==> src/rtl/halt_pkg.sv <==
// Shared types and constants for the end-of-run halt monitor.
package halt_pkg;

  typedef enum logic [1:0] {
    RUN    = 2'd0,
    DRAIN  = 2'd1,
    HALTED = 2'd2
  } halt_state_t;

  typedef enum logic [1:0] {
    NONE       = 2'd0,
    LOOP       = 2'd1,
    BREAKPOINT = 2'd2,
    EXCEPTION  = 2'd3
  } halt_reason_t;

  localparam int MCAUSE_BREAKPOINT_BIT = 3;

endpackage

==> src/rtl/loop_detector.sv <==
// Detects LOOP_COUNT consecutive retirements at one address; emits a registered
// one-cycle loop_o pulse together with the looping address.
module loop_detector
  import halt_pkg::*;
#(
  parameter int unsigned LOOP_COUNT = 4
) (
  input  logic        clk_i,
  input  logic        rst_n_i,
  input  logic        retire_valid_i,
  input  logic [31:0] retire_addr_i,
  output logic        loop_o,
  output logic [31:0] loop_addr_o
);

  localparam int unsigned CW = $clog2(LOOP_COUNT + 1);

  logic [31:0]   last_addr;
  logic          last_valid;
  logic [CW-1:0] loop_cnt;
  logic          same_addr;

  assign same_addr = last_valid && (retire_addr_i == last_addr);

  // NOTE: sequential state is updated with non-blocking assignments so every
  // flop samples the pre-edge values, independent of statement order.
  always_ff @(posedge clk_i or negedge rst_n_i) begin
    if (!rst_n_i) begin
      last_addr   <= '0;
      last_valid  <= 1'b0;
      loop_cnt    <= '0;
      loop_o      <= 1'b0;
      loop_addr_o <= '0;
    end else begin
      loop_o <= 1'b0;
      if (retire_valid_i) begin
        if (same_addr) begin
          if (loop_cnt != CW'(LOOP_COUNT)) loop_cnt <= loop_cnt + CW'(1);
          // Fires only on the increment that reaches LOOP_COUNT, not while saturated.
          if (loop_cnt == CW'(LOOP_COUNT - 1)) begin
            loop_o      <= 1'b1;
            loop_addr_o <= retire_addr_i;
          end
        end else begin
          last_addr  <= retire_addr_i;
          last_valid <= 1'b1;
          loop_cnt   <= CW'(1);
        end
      end
    end
  end

endmodule

==> src/rtl/halt_monitor.sv <==
// End-of-run detector: loop/breakpoint/exception -> DRAIN -> sticky HALTED.
// Define HALT_MONITOR_STATS_EN to build the 64-bit cycle and instret counters.
module halt_monitor
  import halt_pkg::*;
#(
  parameter int unsigned LOOP_COUNT   = 4,
  parameter int unsigned DRAIN_CYCLES = 4
) (
  input  logic        clk_i,
  input  logic        rst_n_i,
  input  logic        retire_valid_i,
  input  logic [31:0] retire_addr_i,
  input  logic        trap_valid_i,
  input  logic [31:0] trap_mcause_i,
  input  logic [31:0] trap_addr_i,
  output logic        halt_req_o,
  output logic        halted_o,
  output logic [1:0]  halt_reason_o,
  output logic [31:0] halt_addr_o,
  output logic [31:0] halt_mcause_o,
  output logic [63:0] cycle_count_o,
  output logic [63:0] instret_count_o
);

  localparam int unsigned DCW = (DRAIN_CYCLES > 1) ? $clog2(DRAIN_CYCLES + 1) : 1;

  halt_state_t    state;
  halt_reason_t   reason_q;
  logic [DCW-1:0] drain_cnt;

  logic        loop_pulse;
  logic [31:0] loop_addr;

  logic        trap_q;
  logic [31:0] trap_mcause_q;
  logic [31:0] trap_addr_q;

  logic         trig;
  halt_reason_t trig_reason;
  logic [31:0]  trig_addr;
  logic [31:0]  trig_mcause;

  loop_detector #(
    .LOOP_COUNT(LOOP_COUNT)
  ) u_loop_detector (
    .clk_i          (clk_i),
    .rst_n_i        (rst_n_i),
    .retire_valid_i (retire_valid_i),
    .retire_addr_i  (retire_addr_i),
    .loop_o         (loop_pulse),
    .loop_addr_o    (loop_addr)
  );

  // Traps are registered so they line up with the registered loop pulse.
  always_ff @(posedge clk_i or negedge rst_n_i) begin
    if (!rst_n_i) begin
      trap_q        <= 1'b0;
      trap_mcause_q <= '0;
      trap_addr_q   <= '0;
    end else begin
      trap_q        <= trap_valid_i;
      trap_mcause_q <= trap_mcause_i;
      trap_addr_q   <= trap_addr_i;
    end
  end

  // NOTE: every signal written here gets a default first, so no path can
  // leave it unassigned and infer a latch.
  always_comb begin
    trig        = trap_q || loop_pulse;
    trig_reason = NONE;
    trig_addr   = '0;
    trig_mcause = '0;
    if (trap_q) begin
      trig_reason = trap_mcause_q[MCAUSE_BREAKPOINT_BIT] ? BREAKPOINT : EXCEPTION;
      trig_addr   = trap_addr_q;
      trig_mcause = trap_mcause_q;
    end else if (loop_pulse) begin
      trig_reason = LOOP;
      trig_addr   = loop_addr;
    end
  end

  always_ff @(posedge clk_i or negedge rst_n_i) begin
    if (!rst_n_i) begin
      state         <= RUN;
      drain_cnt     <= '0;
      reason_q      <= NONE;
      halt_addr_o   <= '0;
      halt_mcause_o <= '0;
      halt_req_o    <= 1'b0;
      halted_o      <= 1'b0;
    end else begin
      case (state)
        RUN: begin
          if (trig) begin
            reason_q      <= trig_reason;
            halt_addr_o   <= trig_addr;
            halt_mcause_o <= trig_mcause;
            halt_req_o    <= 1'b1;
            if (DRAIN_CYCLES == 0) begin
              state    <= HALTED;
              halted_o <= 1'b1;
            end else begin
              state     <= DRAIN;
              drain_cnt <= DCW'(DRAIN_CYCLES);
            end
          end
        end
        DRAIN: begin
          if (drain_cnt == DCW'(1)) begin
            state    <= HALTED;
            halted_o <= 1'b1;
          end else begin
            drain_cnt <= drain_cnt - DCW'(1);
          end
        end
        default: ;
      endcase
    end
  end

  assign halt_reason_o = reason_q;

`ifdef HALT_MONITOR_STATS_EN
  always_ff @(posedge clk_i or negedge rst_n_i) begin
    if (!rst_n_i) begin
      cycle_count_o   <= '0;
      instret_count_o <= '0;
    end else if (state != HALTED) begin
      cycle_count_o <= cycle_count_o + 64'd1;
      if (retire_valid_i) instret_count_o <= instret_count_o + 64'd1;
    end
  end
`else
  assign cycle_count_o   = '0;
  assign instret_count_o = '0;
`endif

endmodule

==> config.mk <==
export PLATFORM = sky130hd
export DESIGN_NAME = halt_monitor
export DESIGN_NICKNAME = d
export VERILOG_FILES = /design/src/rtl/halt_pkg.sv /design/src/rtl/loop_detector.sv /design/src/rtl/halt_monitor.sv
export SDC_FILE = /design/constraint.sdc
export NUM_CORES = 1
export LEC_CHECK = 0
export ABC_AREA = 1
export ABC_CLOCK_PERIOD_IN_PS = 1600
export BUFFER_PORTS_ARGS = -buffer_cell sky130_fd_sc_hd__buf_4
export CORE_ASPECT_RATIO = 1.1
export CORE_MARGIN = 2
export CORE_UTILIZATION = 48
export CTS_BUF_LIST = sky130_fd_sc_hd__clkbuf_2 sky130_fd_sc_hd__clkbuf_4 sky130_fd_sc_hd__clkbuf_8
export DETAILED_ROUTE_END_ITERATION = 8
export PLACE_DENSITY = 0.78
export SYNTH_ARGS = -nofsm -noshare
export SYNTH_HDL_FRONTEND = slang
export SYNTH_SLANG_ARGS = --single-unit
==> constraint.sdc <==
create_clock -name clk_i -period 1.6 [get_ports clk_i]
set_clock_uncertainty 0.05 [all_clocks]
set_input_delay 0.24 -clock clk_i [delete_from_list [all_inputs] [get_ports clk_i]]
set_output_delay 0.24 -clock clk_i [all_outputs]
set_load 0.01 [all_outputs]
## After elaboration in Yosys (flattened, before gate mapping)

Cells that the tools add are included.

- $add $sub $neg: 2
- Multiply operators: 0
- Divide/modulo/power cells: 0
- $lt $le $gt $ge: 0
- Equal/unequal tests: 9
- Shift-type cells: 0
- Mux-type cells: 17
- Bitwise logic cells: 1
- Reductions and logical operators: 11

Operators by type and width:

| cell | number |
|---|---|
| $mux W32 | 3 |
| $eq A32 B32 Y1 | 1 |
| $mux W3 | 4 |
| $reduce_and A3 Y1 | 3 |
| $ne A2 B2 Y1 const B | 4 |
| $reduce_and A2 Y1 | 4 |
| $mux W2 | 3 |
| $pmux W3 S2 | 1 |
| $mux W1 | 5 |
| $pmux W2 S2 | 1 |
| $add A3 B1 Y3 const B | 1 |
| $eq A3 B1 Y1 const B | 1 |
| $eq A3 B2 Y1 const B | 1 |
| $ne A3 B3 Y1 const B | 1 |
| $sub A3 B1 Y3 const B | 1 |
| $eq A2 B1 Y1 const B | 1 |
| $logic_not A2 Y1 | 1 |
| $reduce_bool A2 Y1 | 1 |
| $logic_and A1 B1 Y1 | 1 |
| $logic_or A1 B1 Y1 | 1 |
| $not A1 Y1 | 1 |

- Register bits after elaboration: 207
- Bits in latches: 0
- Memory bits (writable): 0
- ROM bits: 0
- Output and inout port bits: 196
- Word-level logic and storage cells: 55
- Memories: 0

## Longest topological paths before layout

Gate-level depths: netlist of the first run.

- Depth after elaboration: 4
- Depth in mapped cells: 13
- Gate-level depth less buffers: 12

## Hierarchy

A second synthesis of the first run with hierarchy kept.

- Cells, all modules: 1074
- Area, all modules: 9521.6 um^2

By module, submodules not included:

| module | instances | cells each | area an instance (um^2) | seq. area each (um^2) |
|---|---|---|---|---|
| halt_monitor | 1 | 566 | 5791.8 | 3453.3 |
| loop_detector | 1 | 508 | 3729.8 | 1726.7 |

## Worst setup path after synthesis of the first run

OpenSTA, ideal clock, no wires.

- Path kind: reg-to-reg
- Start point: reg u_loop_detector.last_addr[14]
- End point: reg u_loop_detector.loop_addr_o[22]
- Library setup time: 0.117 ns
- Arrival time: 1.395 ns
- Data required time: 1.433 ns
- Path slack: 0.038 ns
- Cell stages (with the launch flop): 12
- Path buffers: 1
- Clock period less this slack: 1.562 ns
- Cell sequence: dfrtp_1 > xnor2_1 > inv_1 > nor2_1 > nand2_1 > nor2_1 > nand2_1 > nor2_8 > nand3_4 > buf_6 > nand2_1 > nand2_1

- Longest elaborated chain between the ends: 3

RTL lines:

| what | line | text |
|---|---|---|
| start, declared | loop_detector.sv:18 | `logic [31:0] last_addr;` |
| start signal, assigned | loop_detector.sv:45 | `last_addr <= retire_addr_i;` |
| $eq A32 B32 Y1 | loop_detector.sv:23 | `assign same_addr = last_valid && (retire_addr_i == last_addr);` |
| $logic_and A1 B1 Y1 | loop_detector.sv:23 |  |
| $reduce_and A3 Y1 (no line) | - |  |
| end signal, assigned | loop_detector.sv:42 | `loop_addr_o <= retire_addr_i;` |
| end, declared | loop_detector.sv:13 | `output logic [31:0] loop_addr_o` |

No other way between the ends.
A chain may end at the register's enable or synchronous reset.

## Worst setup path in the final report of the first run

- Start point: in retire_addr_i[15]
- End point: reg u_loop_detector.loop_addr_o[17]

- Longest elaborated chain between the ends: 3

RTL lines:

| what | line | text |
|---|---|---|
| start, declared | halt_monitor.sv:12 | `input logic [31:0] retire_addr_i,` |
| $eq A32 B32 Y1 | loop_detector.sv:23 |  |
| $logic_and A1 B1 Y1 | loop_detector.sv:23 |  |
| $reduce_and A3 Y1 (no line) | - |  |

No other way between the ends.

==> results.cfg, run 1 <==
[route]
drt-wirelength-per-cell_um = 15.8
drc = 0
vias = 8683
drt-met1-wl_mm = 10.5
wl_mm = 27.7
ant_nets = 0
wl_met3_mm = 1.61
drt_first_iter_violations = 545
top_layer = met4
dr_wl_met2_mm = 14.6
via_per_inst = 4.96
dr.pass1.iters = 6

[grt]
overflow = 0
grt_use_total_pct = 24.0
grt_pass1_vias = 8270
grt_max_degree = 52
antenna_found_initial = 1
grt_pass1_wl_mm = 41.7

[place]
hpwl_mm = 17.1
gp_congestion = 0.927
dp_slack_ns = -0.191
port_buffers = 167
dp_cells = 1580

[worst_setup_path]
cpPeakStageDelay_ns = 0.60
rr_endpoint = u_loop_detector.last_addr[17]
end_kind = register
crit_type = input pin to register
crit_fanout = 8
timing.critical_path.buf_inv = 4
crit_path_top_delay_cell = dlygate4sd3_1
cpMostUsedCell = nand2_1
r2r_start = u_loop_detector.last_addr[29]
cp.arrival_ns = 2.23
path_cells = buf_4, dlygate4sd3_1, inv_1, nand2_1, nand2_1, nor2_1, nand2_1, nor2_2, nand2_2, nor2_8, nand3_4, clkbuf_16, nand2_1, nand2_1
cp_data_required_time_ns = 1.94
rr_worst_depth = 12
rrSetupSlack_ns = -0.27
crit_family = buffers and inverters
start_kind = input pin

[cells_and_area]
instances_no_fill = 1750
fill_cells = 1403
mostFrequentLayoutCells = nand2_1 (269), buf_4 (260), dfrtp_1 (205)
layout-drive-gt1-share_pct = 33.5
final_nets = 1578
syn_to_final_growth_pct = 43.4
final_common_cell = nand2_1

[floorplanning]
initial_core_util_pct = 48.7
coreArea_um2 = 19800
ios = 296
placementRows = 54
die_w_um = 139
dieHeight_um = 153
dieArea_um2 = 21200

[logic_synthesis]
synth_area_um2 = 9640
post_synth_inst_count = 1108
synth_seq_area_share_pct = 53.7
yosysWarnings = 0
avgSynthCellArea_um2 = 8.70
synth_seq_cells = 207
yosysUniqueCellTypes = 32

[hold_path]
min_path_cells = 4
min_to = u_loop_detector.last_addr[29]
worstHoldStart = retire_addr_i[29]
hp-class = input pin to register

[sta]
hold_viol = 0
fmax_mhz = 530
maxSlewViolCount = 0
fin_ws_ns = -0.289
rsz0062_at_grt = yes
period_share_pct = 118
fin_crit_ns = 1.89
setup_viol = 69

[outcome]
violations = negative setup slack
outcome = finished, violations left

[cts]
cts_tree = done
clock_sinks = 207
cts.clk_slew.worst_paths_ns = 0.05
clkLatencyLatePin_ns = 0.51
clock_path_buffers = 3
cts_root_buffer = clkbuf_8
h-tree-depth = 2
cts_buffers = 36

[run]
drv_cap = 0

[power_and_ir_drop]
vdd_drop_max_mv = 0.908
power_density_nw_per_um2 = 1200
p_leak_uw = 0.00733
-- flip-flops by register name, indices dropped and copies added, names as in the netlist --
register and cells:
halt_addr_o 32, halt_mcause_o 32, trap_addr_q 32, trap_mcause_q 32, u_loop_detector.last_addr 32, u_loop_detector.loop_addr_o 32
drain_cnt 3, u_loop_detector.loop_cnt 3, halt_reason_o 2, state 2, halt_req_o 1, halted_o 1
trap_q 1, u_loop_detector.last_valid 1, u_loop_detector.loop_o 1
-- how the worst max path moves through the flow --
stage / startpoint / end / cells past startpoint
finish: retire_addr_i[15] / u_loop_detector.loop_addr_o[17] / 14
global route: u_loop_detector.last_addr[29] / u_loop_detector.last_addr[16] / 12
CTS: u_loop_detector.last_addr[24] / u_loop_detector.last_addr[0] / 10
detailed placement: u_loop_detector.last_addr[14] / u_loop_detector.loop_addr_o[1] / 11
global placement: retire_addr_i[22] / u_loop_detector.loop_addr_o[15] / 12
floorplan: u_loop_detector.last_addr[14] / u_loop_detector.loop_addr_o[22] / 11
-- synth_stat cells, drive strengths merged --
master,count,area share [%]
a21boi,1,0.078
a21oi,7,0.36
and3,1,0.065
buf,144,11
clkbuf,35,1.4
clkinv,2,0.078
conb,1,0.039
dfrtp,207,54
ha,5,0.65
inv,77,3.0
nand2,348,14
nand3,113,6.0
nand3b,3,0.23
nand4,69,4.5
nor2,52,2.2
nor3,1,0.052
o21a,1,0.078
o21ai,32,1.7
or2,1,0.065
xnor2,5,0.45
xor2,3,0.27
-- worst register-to-register path: cells and delay by family, from the launching register on --
| family | cells | cell delay, ns |
|---|---|---|
| compound gates | 1 | 0.08 |
| flops | 1 | 0.40 |
| simple gates | 8 | 0.88 |
| buf+inv | 3 | 0.39 |
-- metrics by stage --
step	cell area [um2]	setup TNS [ns]	hold WS, ns	util (%)	total power, uW
2_1_floorplan	10100	0	-0.106	-	9020
3_3_place_gp	11400	-6.31	0.186	57.6	11100
3_5_place_dp	11400	-8.72	0.192	57.6	11200
4_1_cts	13100	-7.39	-0.0223	66.2	16400
5_1_grt	13800	-24.08	0.0354	69.8	17400
6_report	13800	-16.08	0.0344	69.8	16600
-- layer usage --
layer,vias to the layer above,track usage (%)
met4,0,8.37
met5,-,0
met3,92,3.90
li1,4018,-
met2,392,42.8
met1,4181,29.5
-- kinds of logic (layout without fill, tap and decap cells) --
kind of cell / after synthesis / after routing / synth area share (%)
AO/OA/AOI/OAI: 41 / 41 / 2.18
XOR/XNOR: 8 / 8 / 0.727
adder cells (fa/ha/maj): 5 / 5 / 0.649
buffers and inverters: 258 / 519 / 15.8
flip-flops: 207 / 207 / 53.7
other: 1 / 129 / 0.0389
AND/OR/NAND/NOR: 588 / 589 / 26.8
-- timing repair --
| action | 4_1_cts | 5_1_grt |
|---|---|---|
| endpoints found under the hold margin | 133 | 1 |
| setup endpoints to repair | 69 | 72 |
| gates cloned | 1 | 9 |
| setup buffers | 0 | 9 |
| pin swaps | 1 | 34 |
| hold buffers | 88 | 1 |
| resized for setup | 12 | 148 |
-- power breakdown --
group	total [uW]	switching, uW	internal [uW]
sequential	6860	616	6240
clock	4940	2110	2830
combinational	4770	2510	2260
-- cell type report --
| class | count | area, um2 | area share, % |
|---|---|---|---|
| clock buffer | 54 | 668 | 4.83 |
| tap | 252 | 315 | 2.28 |
| multi-input combinational | 771 | 3900 | 28.2 |
| inverter | 79 | 297 | 2.15 |
| sequential | 207 | 5180 | 37.5 |
| clock inverter | 8 | 72.6 | 0.525 |
| antenna | 1 | 2.50 | 0.0181 |
| timing repair buffer | 378 | 3380 | 24.5 |
Note: power is estimated with default switching activity, not from simulation.
==> run 2: changes to the inputs <==
- TNS_END_PERCENT: not set -> 30
==> run 2 against run 1 <==
Effect of this change:
- the run still ends with negative setup slack left
- global-route usage is the same
- die area unchanged
- register-to-register slack about the same
- routed wire length is 1.8% lower
- non-clock buffer count fell by 3
- critical path depth down 2
- largest cell class unchanged
==> results.cfg, run 2 (same netlist as run 1, synthesis figures left out) <==
[route]
drt_first_iter_violations = 545
drt-wirelength-per-cell_um = 15.6
vias = 8580
via_per_inst = 4.91
wl_mm = 27.2
dr.pass1.iters = 5
top_layer = met4
drc = 0
drt-met1-wl_mm = 10.6
ant_nets = 0
wl_met3_mm = 1.44
dr_wl_met2_mm = 14.2

[floorplanning]
initial_core_util_pct = 48.7
dieHeight_um = 153
placementRows = 54
ios = 296
coreArea_um2 = 19800
die_w_um = 139
dieArea_um2 = 21200

[worst_setup_path]
crit_fanout = 16
start_kind = register
crit_family = simple AND/OR/NAND/NOR gates
cpMostUsedCell = nand2_1
timing.critical_path.buf_inv = 2
cp_data_required_time_ns = 1.94
cp.arrival_ns = 2.22
end_kind = register
cpPeakStageDelay_ns = 0.44
crit_type = register to register
crit_path_top_delay_cell = dfrtp_1
path_cells = inv_2, nand2_4, nand2_2, nor2_2, nand2_1, nor2_2, nand2_2, nor2_8, nand3_4, buf_16, nand2_1, nand2_1

[grt]
grt_pass1_vias = 8272
grt_max_degree = 52
overflow = 0
grt_pass1_wl_mm = 41.7
antenna_found_initial = 1
grt_use_total_pct = 24.0

[power_and_ir_drop]
vdd_drop_max_mv = 0.910
combinationalPowerShare_pct = 28.4
power_switching_share_pct = 31.4
p_int_uw = 11300
p_sw_uw = 5160
p_leak_uw = 0.00723
power_density_nw_per_um2 = 1210
clockPowerShare_pct = 30.0
pwr-share-seq_pct = 41.6

[cts]
cts_tree = done
clkLatencyLatePin_ns = 0.51
cts.clk_slew.worst_paths_ns = 0.05
clock_path_buffers = 3
cts_root_buffer = clkbuf_8
cts_buffers = 36
h-tree-depth = 2
clock_sinks = 207

[place]
port_buffers = 167
dp_slack_ns = -0.191
post_dp_cell_area_um2 = 11400
hpwl_mm = 17.1
gp_congestion = 0.927

[sta]
setup_viol = 69
fmax_mhz = 533
period_share_pct = 117
whs_ns = 0.0347
fin_tns_setup_ns = -15.84
fin_crit_ns = 1.88
maxSlewViolCount = 0
fin_ws_ns = -0.275
rsz0062_at_grt = yes
hold_viol = 0

[hold_path]
hp-class = input pin to register

[cells_and_area]
layout-drive-gt1-share_pct = 29.7
final_common_cell = nand2_1
final_nets = 1575
syn_to_final_growth_pct = 40.7
mostFrequentLayoutCells = nand2_1 (303), buf_4 (264), dfrtp_1 (206)
stdcell_area_um2 = 13600
fin_util_pct = 68.5

[outcome]
outcome = finished, violations left
violations = negative setup slack

[run]
drv_cap = 0
==> run 2: cell types whose count changed in the layout (fill, tap and decap cells not counted), moves of 6 or more <==
cell | before | now
nand2_4 | 22 | 11
nand2_2 | 56 | 33
buf_6 | 8 | 2
nand2_1 | 269 | 303
o21ai_2 | 16 | 6
o21ai_1 | 11 | 20
==> run 2: worst register-to-register path, delay by kind of cell, from the launching register on <==
family	cells	cell delay (ns)
simple gates	10	1.01
flops	1	0.44
buf+inv	2	0.27
==> run 2: worst paths after layout <==
kind	start	end	slack (ns)	cells after the start
worst min register to register	halted_o	halted_o	0.41	2
worst max-delay path	u_loop_detector.last_addr[23]	u_loop_detector.loop_addr_o[26]	-0.28	12
max in group asynchronous	rst_n_i	halt_addr_o[8]	0.68	3
worst min-delay path	retire_addr_i[29]	u_loop_detector.last_addr[29]	0.03	4
min in group asynchronous	rst_n_i	u_loop_detector.last_addr[13]	0.20	2
worst max register to register	u_loop_detector.last_addr[23]	u_loop_detector.loop_addr_o[26]	-0.28	12
==> run 2: per-stage QoR <==
step / std cells / total power [uW]
detailed placement: 1580 / 11200
CTS: 1731 / 16400
floorplan: 1235 / 9020
finish: 1747 / 16500
global route: 1747 / 17300
global placement: 1580 / 11100
==> run 2: routing by layer <==
metal,track usage (%),vias up
met2,42.8,344
li1,-,4012
met1,29.5,4138
met5,0,-
met3,3.90,86
met4,8.37,0
==> run 2: power by group through the flow <==
| stage | clock, uW | sequential (uW) | combinational (uW) |
|---|---|---|---|
| 2_1_floorplan | 0 | 7190 | 1830 |
| 3_3_place_gp | 0 | 6870 | 4210 |
| 3_5_place_dp | 0 | 6910 | 4320 |
| 4_1_cts | 5020 | 6830 | 4510 |
| 5_1_grt | 5250 | 6970 | 5120 |
| 6_report | 4940 | 6840 | 4670 |
==> run 2: cell type report <==
class	instances	area, um2
repair buffers	375	3320
clock inverters	8	72.6
clock buffers	54	668
multi-input cells	771	3700
inverters	79	297
well taps	252	315
flip-flops and latches	207	5180
fillers	1444	6230
diodes	1	2.50
==> run 2: what timing repair did <==
item                       CTS  global route
setup endpoints to repair   69            72
setup buffers                0             5
hold buffers                88             1
pin swaps                    1            12
cloned                       1             9
hold endpoints to repair   133             1
resized for setup           12            73
==> run 3: changes to the inputs <==
- ABC_CLOCK_PERIOD_IN_PS: 1600 -> not set
- CAP_MARGIN: not set -> 30
- CORE_UTILIZATION: 48 -> 53
- PLACE_DENSITY: 0.78 -> 0.82
- clock period: 1.6 -> 2 ns (I/O delays scaled with it)
==> run 3 against run 2 <==
Effect of this change:
- the run now ends clean
- final cell count is 7.8% lower
- register-to-register slack better by 0.45 ns
- worst setup slack better by 0.41 ns
- die area is 9.2% lower
- sequential power is 20% lower
- sequential share of layout area is 4.5 points higher
- hold slack worse by 0.019 ns
==> results.cfg, run 3 (same netlist as run 1, synthesis figures left out) <==
[sta]
worst_pin_slew_ns = 0.551
fmax_mhz = 535
period_share_pct = 93.5
fin_tns_setup_ns = 0
max_slew_margin_pct = 63.2
setup_viol = 0
fin_crit_ns = 1.87
maxSlewViolCount = 0
hold_viol = 0
rsz0062_at_grt = no
whs_ns = 0.0154

[cts]
cts_buffers = 34
clkLatencyLatePin_ns = 0.50
cts.clk_slew.worst_paths_ns = 0.07
cts_root_buffer = clkbuf_8
cts_tree = done
clock_sinks = 207
h-tree-depth = 2
clock_path_buffers = 3

[power_and_ir_drop]
power_density_nw_per_um2 = 1040
p_sw_uw = 4050
power_switching_share_pct = 31.9
p_int_uw = 8640
combinationalPowerShare_pct = 27.2
vdd_drop_max_mv = 0.558
clockPowerShare_pct = 29.4
power_uw = 12700
pwr-share-seq_pct = 43.4
p_leak_uw = 0.00652

[worst_setup_path]
cp_data_required_time_ns = 2.34
end_kind = register
start_kind = input pin
path_cells = dlygate4sd3_1, buf_4, inv_2, nand2_1, a21oi_1, nand2_1, nor2_2, nand2_2, nor2_8, nand3_4, nand2_1, nand2_1
crit_type = input pin to register
rr_worst_depth = 11
cpPeakStageDelay_ns = 0.55
cp.arrival_ns = 2.21
crit_fanout = 16
cpMostUsedCell = nand2_1
rrSetupSlack_ns = 0.17
r2r_start = u_loop_detector.last_addr[31]
crit_path_top_delay_cell = dlygate4sd3_1
rr_endpoint = u_loop_detector.loop_addr_o[12]

[floorplanning]
dieArea_um2 = 19300
coreArea_um2 = 17700
placementRows = 51
initial_core_util_pct = 54.3
dieHeight_um = 145
ios = 296
die_w_um = 133

[place]
hpwl_mm = 16.9
gp_congestion = 1.02
post_dp_cell_area_um2 = 10700
port_buffers = 167

[hold_path]
worstHoldStart = retire_addr_i[15]
hp-class = input pin to register
min_to = u_loop_detector.loop_addr_o[15]
min_path_cells = 3

[route]
ant_nets = 0
drc = 0
vias = 8057
via_per_inst = 5.00
wl_mm = 25.6
dr.pass1.iters = 5
drt_first_iter_violations = 498
drt-wirelength-per-cell_um = 15.9

[grt]
grt_max_degree = 60
grt_pass1_wl_mm = 39.9
grt_use_total_pct = 25.8
overflow = 0
antenna_found_initial = 2
grt_pass1_vias = 7787

[cells_and_area]
final_common_cell = nand2_1
mostFrequentLayoutCells = nand2_1 (345), dfrtp_1 (205), buf_4 (178)
fin_util_pct = 68.5
layout-drive-gt1-share_pct = 20.5
stdcell_area_um2 = 12100
syn_to_final_growth_pct = 26.0
final_nets = 1454

[run]
drv_cap = 0

[outcome]
outcome = complete, no violations
-- run 3: metrics by stage --
step                setup slack, ns  instances
finish                        0.130       1611
global route                0.00329       1611
CTS                         0.00135       1607
detailed placement           0.0237       1482
global placement             0.0694       1482
floorplan                     0.438       1235
-- run 3: how the worst max path moves through the flow --
stage / startpoint / slack, ns / endpoint / cells after the start
floorplan: u_loop_detector.last_addr[14] / 0.44 / u_loop_detector.loop_addr_o[22] / 11
global placement: retire_addr_i[29] / 0.07 / u_loop_detector.loop_addr_o[10] / 11
detailed placement: retire_addr_i[29] / 0.02 / u_loop_detector.loop_addr_o[30] / 11
CTS: retire_addr_i[26] / 0.001 / u_loop_detector.loop_addr_o[11] / 12
global route: u_loop_detector.last_addr[31] / 0.003 / u_loop_detector.loop_addr_o[8] / 11
finish: retire_addr_i[26] / 0.13 / u_loop_detector.loop_addr_o[12] / 12
-- run 3: layer usage --
layer  routed length [um]  track usage (%)  vias to the layer above
li1                     -                -                     3778
met1                 9710             31.6                     3861
met2                13300             45.2                      348
met3                 1670             4.08                       70
met4                  896             11.3                        0
met5                    0                0                        -
-- run 3: timing repair --
item | 4_1_cts | 5_1_grt
endpoints found under the hold margin | 118 | 0
hold buffers | 67 | 0
setup endpoints to repair | 0 | 32
setup buffers | 0 | 0
resized for setup | 0 | 5
-- run 3: layout make-up --
cell class,count,area (um2)
flip-flops and latches,207,5180
multi-input cells,772,3470
well taps,238,298
clock buffers,53,667
fillers,1301,5590
clock inverters,5,30.0
repair buffers,255,2200
diodes,2,5.00
inverters,79,297
-- run 3: critical path, delay by kind of cell --
kind	cells	cell delay, ns
AO/OA/AOI/OAI	1	0.13
AND/OR/NAND/NOR	8	0.98
buffers and inverters	3	0.77
-- run 3: power groups by stage --
| stage | combinational [uW] | clock [uW] | sequential [uW] |
|---|---|---|---|
| floorplan | 1460 | 0 | 5750 |
| global placement | 3170 | 0 | 5500 |
| global route | 3760 | 4010 | 5580 |
| CTS | 3400 | 3780 | 5480 |
| finish | 3460 | 3730 | 5500 |
| detailed placement | 3270 | 0 | 5540 |
